[config.mk]
export PLATFORM = sky130hd
export DESIGN_NAME = ee354_gcd_feeder
export DESIGN_NICKNAME = d
export VERILOG_FILES = /design/src/rtl/ee354_gcd_feeder.sv
export SDC_FILE = /design/constraint.sdc
export NUM_CORES = 1
export LEC_CHECK = 0
export ABC_CLOCK_PERIOD_IN_PS = 2600
export BUFFER_PORTS_ARGS = -buffer_cell sky130_fd_sc_hd__buf_4
export CORE_MARGIN = 2
export CORE_UTILIZATION = 25
export CTS_CLUSTER_SIZE = 10
export DETAILED_ROUTE_END_ITERATION = 16
export GPL_TIMING_DRIVEN = 0
export MAX_ROUTING_LAYER = met4
export PLACE_DENSITY = 0.44
export REMOVE_ABC_BUFFERS = 1
export SLEW_MARGIN = 20
export SYNTH_ARGS = -nofsm -noshare
export SYNTH_HDL_FRONTEND = slang
export SYNTH_SLANG_ARGS = --single-unit
[constraint.sdc]
create_clock -name Clk -period 2.6 [get_ports Clk]
set_input_delay 0.52 -clock Clk [delete_from_list [all_inputs] [get_ports Clk]]
set_output_delay 0.52 -clock Clk [all_outputs]
set_load 0.05 [all_outputs]
[src/rtl/ee354_gcd_feeder.sv]
// Operand-pair FIFO plus a sequencer that drives the ee354_GCD core handshake one
// pair at a time, capturing each result and the number of enabled cycles it took.
module ee354_gcd_feeder #(
    parameter int unsigned DEPTH = 4,
    parameter int unsigned CW    = 16
) (
    input  logic          Clk,
    input  logic          Reset,
    input  logic          CEN,
    input  logic          Push,
    input  logic [7:0]    PushA,
    input  logic [7:0]    PushB,
    output logic          Full,
    output logic          Empty,
    output logic [7:0]    Ain,
    output logic [7:0]    Bin,
    output logic          Start,
    output logic          Ack,
    input  logic          q_I,
    input  logic          q_Done,
    input  logic [7:0]    AB_GCD,
    output logic [7:0]    Res_GCD,
    output logic [CW-1:0] Res_Cycles,
    output logic          Res_Valid,
    output logic [7:0]    Jobs_Done,
    output logic          Busy
);

    localparam int unsigned AW = (DEPTH > 1) ? $clog2(DEPTH) : 1;
    localparam logic [AW:0] FULL_CNT = (AW+1)'(DEPTH);

    typedef enum logic [2:0] {
        F_IDLE,
        F_LOAD,
        F_START,
        F_WAIT,
        F_ACK,
        F_REL
    } state_t;

    state_t          state_q, state_d;
    logic [15:0]     mem_q [DEPTH];
    logic [15:0]     mem_d [DEPTH];
    logic [AW-1:0]   wr_ptr_q, wr_ptr_d;
    logic [AW-1:0]   rd_ptr_q, rd_ptr_d;
    logic [AW:0]     count_q, count_d;
    logic [7:0]      ain_q, ain_d;
    logic [7:0]      bin_q, bin_d;
    logic [7:0]      res_gcd_q, res_gcd_d;
    logic [CW-1:0]   res_cycles_q, res_cycles_d;
    logic [7:0]      jobs_q, jobs_d;
    logic [CW-1:0]   cnt_q, cnt_d;

    logic            pop;
    logic            push_en;
    logic [CW-1:0]   cnt_inc;
    logic [15:0]     head;

    assign Full  = (count_q == FULL_CNT);
    assign Empty = (count_q == '0);
    assign head  = mem_q[rd_ptr_q];

    always_comb begin
        state_d      = state_q;
        mem_d        = mem_q;
        wr_ptr_d     = wr_ptr_q;
        rd_ptr_d     = rd_ptr_q;
        count_d      = count_q;
        ain_d        = ain_q;
        bin_d        = bin_q;
        res_gcd_d    = res_gcd_q;
        res_cycles_d = res_cycles_q;
        jobs_d       = jobs_q;
        cnt_d        = cnt_q;
        pop          = 1'b0;
        push_en      = 1'b0;
        cnt_inc      = (cnt_q == '1) ? cnt_q : cnt_q + CW'(1);

        if (CEN) begin
            case (state_q)
                F_IDLE: begin
                    if (!Empty && q_I) begin
                        pop     = 1'b1;
                        ain_d   = head[15:8];
                        bin_d   = head[7:0];
                        state_d = F_LOAD;
                    end
                end
                F_LOAD:  state_d = F_START;
                F_START: begin
                    cnt_d   = '0;
                    state_d = F_WAIT;
                end
                F_WAIT: begin
                    cnt_d = cnt_inc;
                    // Result is latched on entry to F_ACK so Res_* are already new
                    // while Res_Valid and Ack are high.
                    if (q_Done) begin
                        res_gcd_d    = AB_GCD;
                        res_cycles_d = cnt_inc;
                        jobs_d       = jobs_q + 8'd1;
                        state_d      = F_ACK;
                    end
                end
                F_ACK:   state_d = F_REL;
                F_REL: begin
                    if (q_I) begin
                        state_d = F_IDLE;
                    end
                end
                default: state_d = F_IDLE;
            endcase

            // A pop in the same cycle frees a slot, so a push into a full FIFO is kept.
            push_en = Push && (!Full || pop);
            if (push_en) begin
                mem_d[wr_ptr_q] = {PushA, PushB};
                wr_ptr_d        = wr_ptr_q + AW'(1);
            end
            if (pop) begin
                rd_ptr_d = rd_ptr_q + AW'(1);
            end
            case ({push_en, pop})
                2'b10:   count_d = count_q + (AW+1)'(1);
                2'b01:   count_d = count_q - (AW+1)'(1);
                default: count_d = count_q;
            endcase
        end
    end

    always_ff @(posedge Clk) begin
        if (!Reset) begin
            state_q      <= F_IDLE;
            mem_q        <= '{default: '0};
            wr_ptr_q     <= '0;
            rd_ptr_q     <= '0;
            count_q      <= '0;
            ain_q        <= '0;
            bin_q        <= '0;
            res_gcd_q    <= '0;
            res_cycles_q <= '0;
            jobs_q       <= '0;
            cnt_q        <= '0;
        end else begin
            state_q      <= state_d;
            mem_q        <= mem_d;
            wr_ptr_q     <= wr_ptr_d;
            rd_ptr_q     <= rd_ptr_d;
            count_q      <= count_d;
            ain_q        <= ain_d;
            bin_q        <= bin_d;
            res_gcd_q    <= res_gcd_d;
            res_cycles_q <= res_cycles_d;
            jobs_q       <= jobs_d;
            cnt_q        <= cnt_d;
        end
    end

    assign Ain        = ain_q;
    assign Bin        = bin_q;
    assign Start      = (state_q == F_START);
    assign Ack        = (state_q == F_ACK);
    assign Res_GCD    = res_gcd_q;
    assign Res_Cycles = res_cycles_q;
    assign Res_Valid  = CEN && (state_q == F_ACK);
    assign Jobs_Done  = jobs_q;
    assign Busy       = (state_q != F_IDLE);

endmodule

# Word level (Yosys, flattened, before mapping)
# Cells that the tools add are included.
word_totals:
  ff_bits: 138
  input_bits: 30
  output_inout_bits: 54
  word_cells: 72
op_classes:
  addsub: 6
  n_lt_le_gt_ge: 3
  n_eq_ne: 12
  n_mux: 16
  n_bitwise: 2
  n_reduce_logical: 19
op_table:
  columns: ["cell", "count"]
  rows:
  - ["$bwmux W64", 1]
  - ["$mux W16", 4]
  - ["$bmux W16 S2", 1]
  - ["$demux W16 S2", 1]
  - ["$pmux W16 S2", 1]
  - ["$pmux W3 S6", 1]
  - ["$add A16 B1 Y16 const B", 1]
  - ["$eq A16 B16 Y1 const B", 1]
  - ["$eq A3 B3 Y1 const B", 3]
  - ["$mux W3", 3]
  - ["$add A8 B1 Y8 const B", 1]
  - ["$reduce_and A2 Y1", 4]
  - ["$eq A3 B2 Y1 const B", 2]
  - ["$ge A3 B3 Y1 const B", 2]
  - ["$logic_not A3 Y1", 2]
  - ["$ne A2 B2 Y1 const B", 3]
  - ["$not A2 Y3", 2]
  - ["$pmux W3 S2", 1]
  - ["$reduce_and A3 Y1", 2]
  - ["$add A2 B1 Y2 const B", 2]
  - ["$logic_and A1 B1 Y1", 4]
  - ["$reduce_and A4 Y1", 1]
  - ["$reduce_bool A2 Y1", 2]
  - ["$add A3 B1 Y3 const B", 1]
  - ["other kinds (9)", 12]

# Longest topological paths before layout
logic_depth:
  ltp_word: 11
  depth_mapped: 11
  mapped_depth_nobuf: 10

# Worst setup path after synthesis
# Ideal clock, no wire load.
synth_timing:
  path_kind: "register -> register"
  startpoint: "register state_q[0]"
  endpoint: "register count_q[2]"
  setup_ns: 0.128
  arrival_ns: 2.326
  required_ns: 2.472
  slack_ns: 0.146
  path_stages_with_launch: 12
  n_path_buf: 2
  synth_period_minus_slack_ns: 2.454
  cell_sequence: "dfxtp_1 -> clkbuf_2 -> clkbuf_1 -> or3_1 -> nor2_1 -> ha_1 -> inv_1 -> fa_1 -> xnor2_1 -> nand2_1 -> xor2_1 -> nor2_1"
synth_between:
  elab_chain_len: 8
  elab_cells_between_ends: 10
  cone_classes: "2 x eq/ne; 3 x mux; 5 x reduce/logical"
synth_rtl:
  columns: ["element", "line", "text"]
  rows:
  - ["start, declared", "41", "state_t state_q, state_d;"]
  - ["start signal, assigned", "145", "state_q <= state_d;"]
  - ["$logic_not A3 Y1 *", "80", "case (state_q)"]
  - ["$mux W1 *", "80", null]
  - ["$mux W1 *", "79", "if (CEN) begin"]
  - ["$logic_or A1 B1 Y1", "115", "push_en = Push && (!Full || pop);"]
  - ["$logic_and A1 B1 Y1", "115", null]
  - ["$eq A2 B1 Y1 / $eq A2 B2 Y1 (equally long branches)", "123", "case ({push_en, pop})"]
  - ["$reduce_bool A2 Y1 (no line)", null, null]
  - ["$reduce_and A2 Y1 (no line)", null, null]
  - ["end signal, assigned", "149", "count_q <= count_d;"]
  - ["end, declared", "46", "logic [AW:0] count_q, count_d;"]
# Every way passes the cells marked *; elsewhere a longest branch is shown, timed or not. The select of a mux whose other input is x is not followed.
# A chain may end at the register's enable or synchronous reset.

# Worst setup path after layout
layout_timing:
  startpoint: "register cnt_q[0]"
  endpoint: "register res_cycles_q[3] (netlist: Res_Cycles[3])"
layout_between:
  elab_chain_len: 2
  elab_cells_between_ends: 3
  cone_classes: "1 x add/sub; 1 x eq/ne; 1 x mux"
layout_rtl:
  columns: ["element", "line", "text"]
  rows:
  - ["start, declared", "52", "logic [CW-1:0] cnt_q, cnt_d;"]
  - ["start signal, assigned", "155", "cnt_q <= cnt_d;"]
  - ["$add A16 B1 Y16 / $eq A16 B16 Y1 (equally long branches)", "77", "cnt_inc = (cnt_q == '1) ? cnt_q : cnt_q + CW'(1);"]
  - ["$mux W16 *", "77", null]
  - ["end signal, assigned", "153", "res_cycles_q <= res_cycles_d;"]
  - ["end, declared", "50", "logic [CW-1:0] res_cycles_q, res_cycles_d;"]
# Every way passes the cells marked *; elsewhere a longest branch is shown, timed or not.

==> results_dict.tcl <==
set metrics [dict create \
    initial_core_util_pct 25.20 \
    cts_buffers 17 \
    post-route-util_pct 31.11 \
    timing.rr.start "cnt_q[0]$_SDFFE_PN0P_" \
    cap_violations 0 \
    skew_ns 0.009388 \
    antenna_cells 0 \
    power.density_mw_per_mm2 639.7 \
    busiest_layer "met2" \
    grt_pass1_vias 4958 \
    path_delay_family "simple AND/OR/NAND/NOR gates" \
    fp.dieH_um 162.6 \
    die_area_mm2 0.02644 \
    syn_avg_cell_area_um2 9.169 \
    clkTransAtPathRegs_ns 0.07 \
    wirelength_um 16660 \
    critPathKind "flop to flop" \
    worstMarginPinSlew_ns 1.007 \
    slew_headroom_pct 32.80 \
    routabilityCongestion 0.7402 \
    antenna_found_initial 0 \
    setup_viol 0 \
    use_met2_pct 21.33 \
    use_met1_pct 17.00 \
    cpMaxStageDelayCell "nor4_2" \
    dp_slack_ns -0.07700 \
    synth_area_leaders "dfxtp_1 (44%), mux2i_1 (8.3%), mux4_2 (5.7%), nand2_1 (5.5%), nor2_1 (4.2%)" \
    cts_buffer_depth 2 \
    tritoncts "built" \
    instances_no_fill 1087 \
    p_leak_nw 3.127 \
    first_pass_iters 7 \
    seq_area_frac_synth_pct 43.92 \
    cp.required_ns 2.94 \
    avgRoutedWirePerCell_um 15.33 \
    synth_top_area_share_pct 43.92 \
    final_hold_viol_count 0 \
    die_w_um 162.6 \
    drt.antenna.violating_nets 0 \
    synth_edf_count 0 \
    htree_levels 4 \
    grt_pass1_wl_um 26870 \
    drc_errors 0 \
    crit_cells 5 \
    use_met3_pct 3.463 \
    min_from "AB_GCD[4]" \
    worstPathArrival_ns 2.69 \
    io_buffers 83 \
    tns_ns 0 \
    drt_iter0_markers 321 \
    area_delta_synth_final_pct 23.47 \
    track_usage_pct 13.34 \
    grt-ovfl-total 0 \
    worstPathMaxFanout 11 \
    rsz0062_at_grt "false" \
    fin_ws_ns 0.2483 \
    vias 5102 \
    clock-sinks 138 \
    drive_gt1_share_pct 21.27 \
    crit_start "cnt_q[0]$_SDFFE_PN0P_" \
    status "finished clean" \
    insertion_delay_ns 0.42 \
    yosys.area.top_type "dfxtp_1" \
    crit_chain "ha_1 > nand4_1 > nor4_2 > o21ai_0 > a31oi_1" \
    async_reset_ff_share_pct 0 \
    crit_buf_inv 0 \
    min_period_ns 2.352 \
    r2r_cells 5 \
    coreArea_mm2 0.02496 \
    root_buffer "clkbuf_16" \
    grt_max_degree 62 \
    cp-end-kind "flop" \
    timing.fmax_ghz 0.4252 \
    pin_count 84 \
    vdd_drop_max_mv 0.2850 \
    placed_cells 1051 \
    ys_warn_count 0 \
    hold_buffers 0 \
    fin_crit_sh_pct 90.45 \
    via_per_inst 4.694 \
    synth.cell_area_mm2 0.006290 \
    synth_top_flop_cell "dfxtp_1" \
    cp-start-kind "flop" \
    synth_cell_type_count 59 \
    rows 58 \
    hold_depth 3 \
    nets 783 \
    synth.ff_latch_count 138 \
    report.final.slew_viol_count 0 \
    synthCells 686 \
    worst_path_largest_cell_delay_ns 0.67 \
    dp_hpwl_um 10660 \
    worstHoldPathType "primary input to flop" \
]
## path summary, 6_finish.rpt
check / slack, ns / to
worst max-delay path: 0.25 / Res_Cycles[3]$_SDFFE_PN0P_
worst min-delay path: 0.34 / Res_GCD[4]$_SDFFE_PN0P_
worst min register to register: 0.46 / Bin[6]$_SDFFE_PN0P_
worst max register to register: 0.25 / Res_Cycles[3]$_SDFFE_PN0P_
## synth_stat cells (3+ instances only)
library cell	count
nor2_1	70
a21oi_1	28
inv_1	16
o31ai_1	9
dfxtp_1	138
mux2i_1	52
buf_1	5
nand4_1	9
xnor2_1	12
nand3_1	37
or3_1	6
and4_1	4
buf_2	21
ha_1	7
clkbuf_1	20
a21o_1	4
buf_6	4
o22ai_1	4
mux4_2	16
and3_1	9
a41oi_1	3
o21ai_0	37
and2_1	6
a21oi_2	4
nor3_1	7
nand2_1	92
nor4_1	3
a31oi_1	22
o211ai_4	3
## layer usage
layer	routed length, um	up-vias
met3	604	11
met1	7940	2445
met4	146	0
met5	0	-
met2	7972	90
li1	-	2556
## worst register-to-register path, delay by kind of cell, from the launching register on
family	cells	cell delay, ns
AO/OA/AOI/OAI	2	0.40
adder cells (fa/ha/maj)	1	0.41
flip-flops	1	0.50
AND/OR/NAND/NOR	2	0.96
## cells in the final DEF, fill, tap and decap left out, types with 3 or more instances in the layout
cell        count
ha_1            7
a31oi_1        22
o211ai_4        3
xnor2_1        12
and4_1          4
inv_1          16
a21oi_2         4
nor3_1          6
o31ai_1         9
clkbuf_16      17
o22ai_1         4
a21o_1          4
nor4_1          3
or3_1           6
and3_1          8
dfxtp_1       137
nand3_1        36
clkinvlp_4      3
buf_4          91
nand4_1         9
mux4_2         16
mux2i_1        52
clkinv_4        5
o21ai_0        37
a21oi_1        28
nand2_1        92
a41oi_1         3
nor2_1         69
and2_1          6
## sequential cells by signal (all words and copies together) (netlist names)
register    flops
state_q         3
count_q         3
Res_Cycles     16
mem_q          64
Res_GCD         8
cnt_q          16
wr_ptr_q        2
Jobs_Done       8
rd_ptr_q        2
Ain             8
Bin             8
## power breakdown
group          total, mW  internal (mW)  switching, mW  leakage [nW]
combinational      0.407          0.167          0.240          1.74
clock               2.35           1.37          0.983         0.272
sequential          2.21           2.15         0.0522          1.11
## area by class of cell
type,count,area (um2)
inverter,17,66.31
sequential,138,2764
clock inverter,12,118.9
timing repair buffer,93,738.2
clock buffer,19,452.9
fill,2684,17200
tap,330,412.9
multi-input combinational,478,3213
## per-stage QoR
stage               hold WS (ns)  area [um2]  total power, mW
finish                    0.3423        7766            4.968
global route              0.3299        7766            5.185
CTS                       0.3220        7722            5.045
detailed placement        0.4466        7151            2.654
global placement          0.4442        7057            2.644
floorplan                 0.4385        6021            2.483
## cell families after synthesis
group | synth area share (%)
compound gates | 13.41
fa+ha+maj | 1.711
flops | 43.92
mux | 14.00
simple gates | 19.71
buf+inv | 5.291
xor+xnor | 1.950
## what timing repair did
action                                  4_1_cts  5_1_grt
endpoints found under the setup margin        0       18
resized for setup                             0        2
buffers inserted                              0        5
Power figures use the tool's default switching activity.
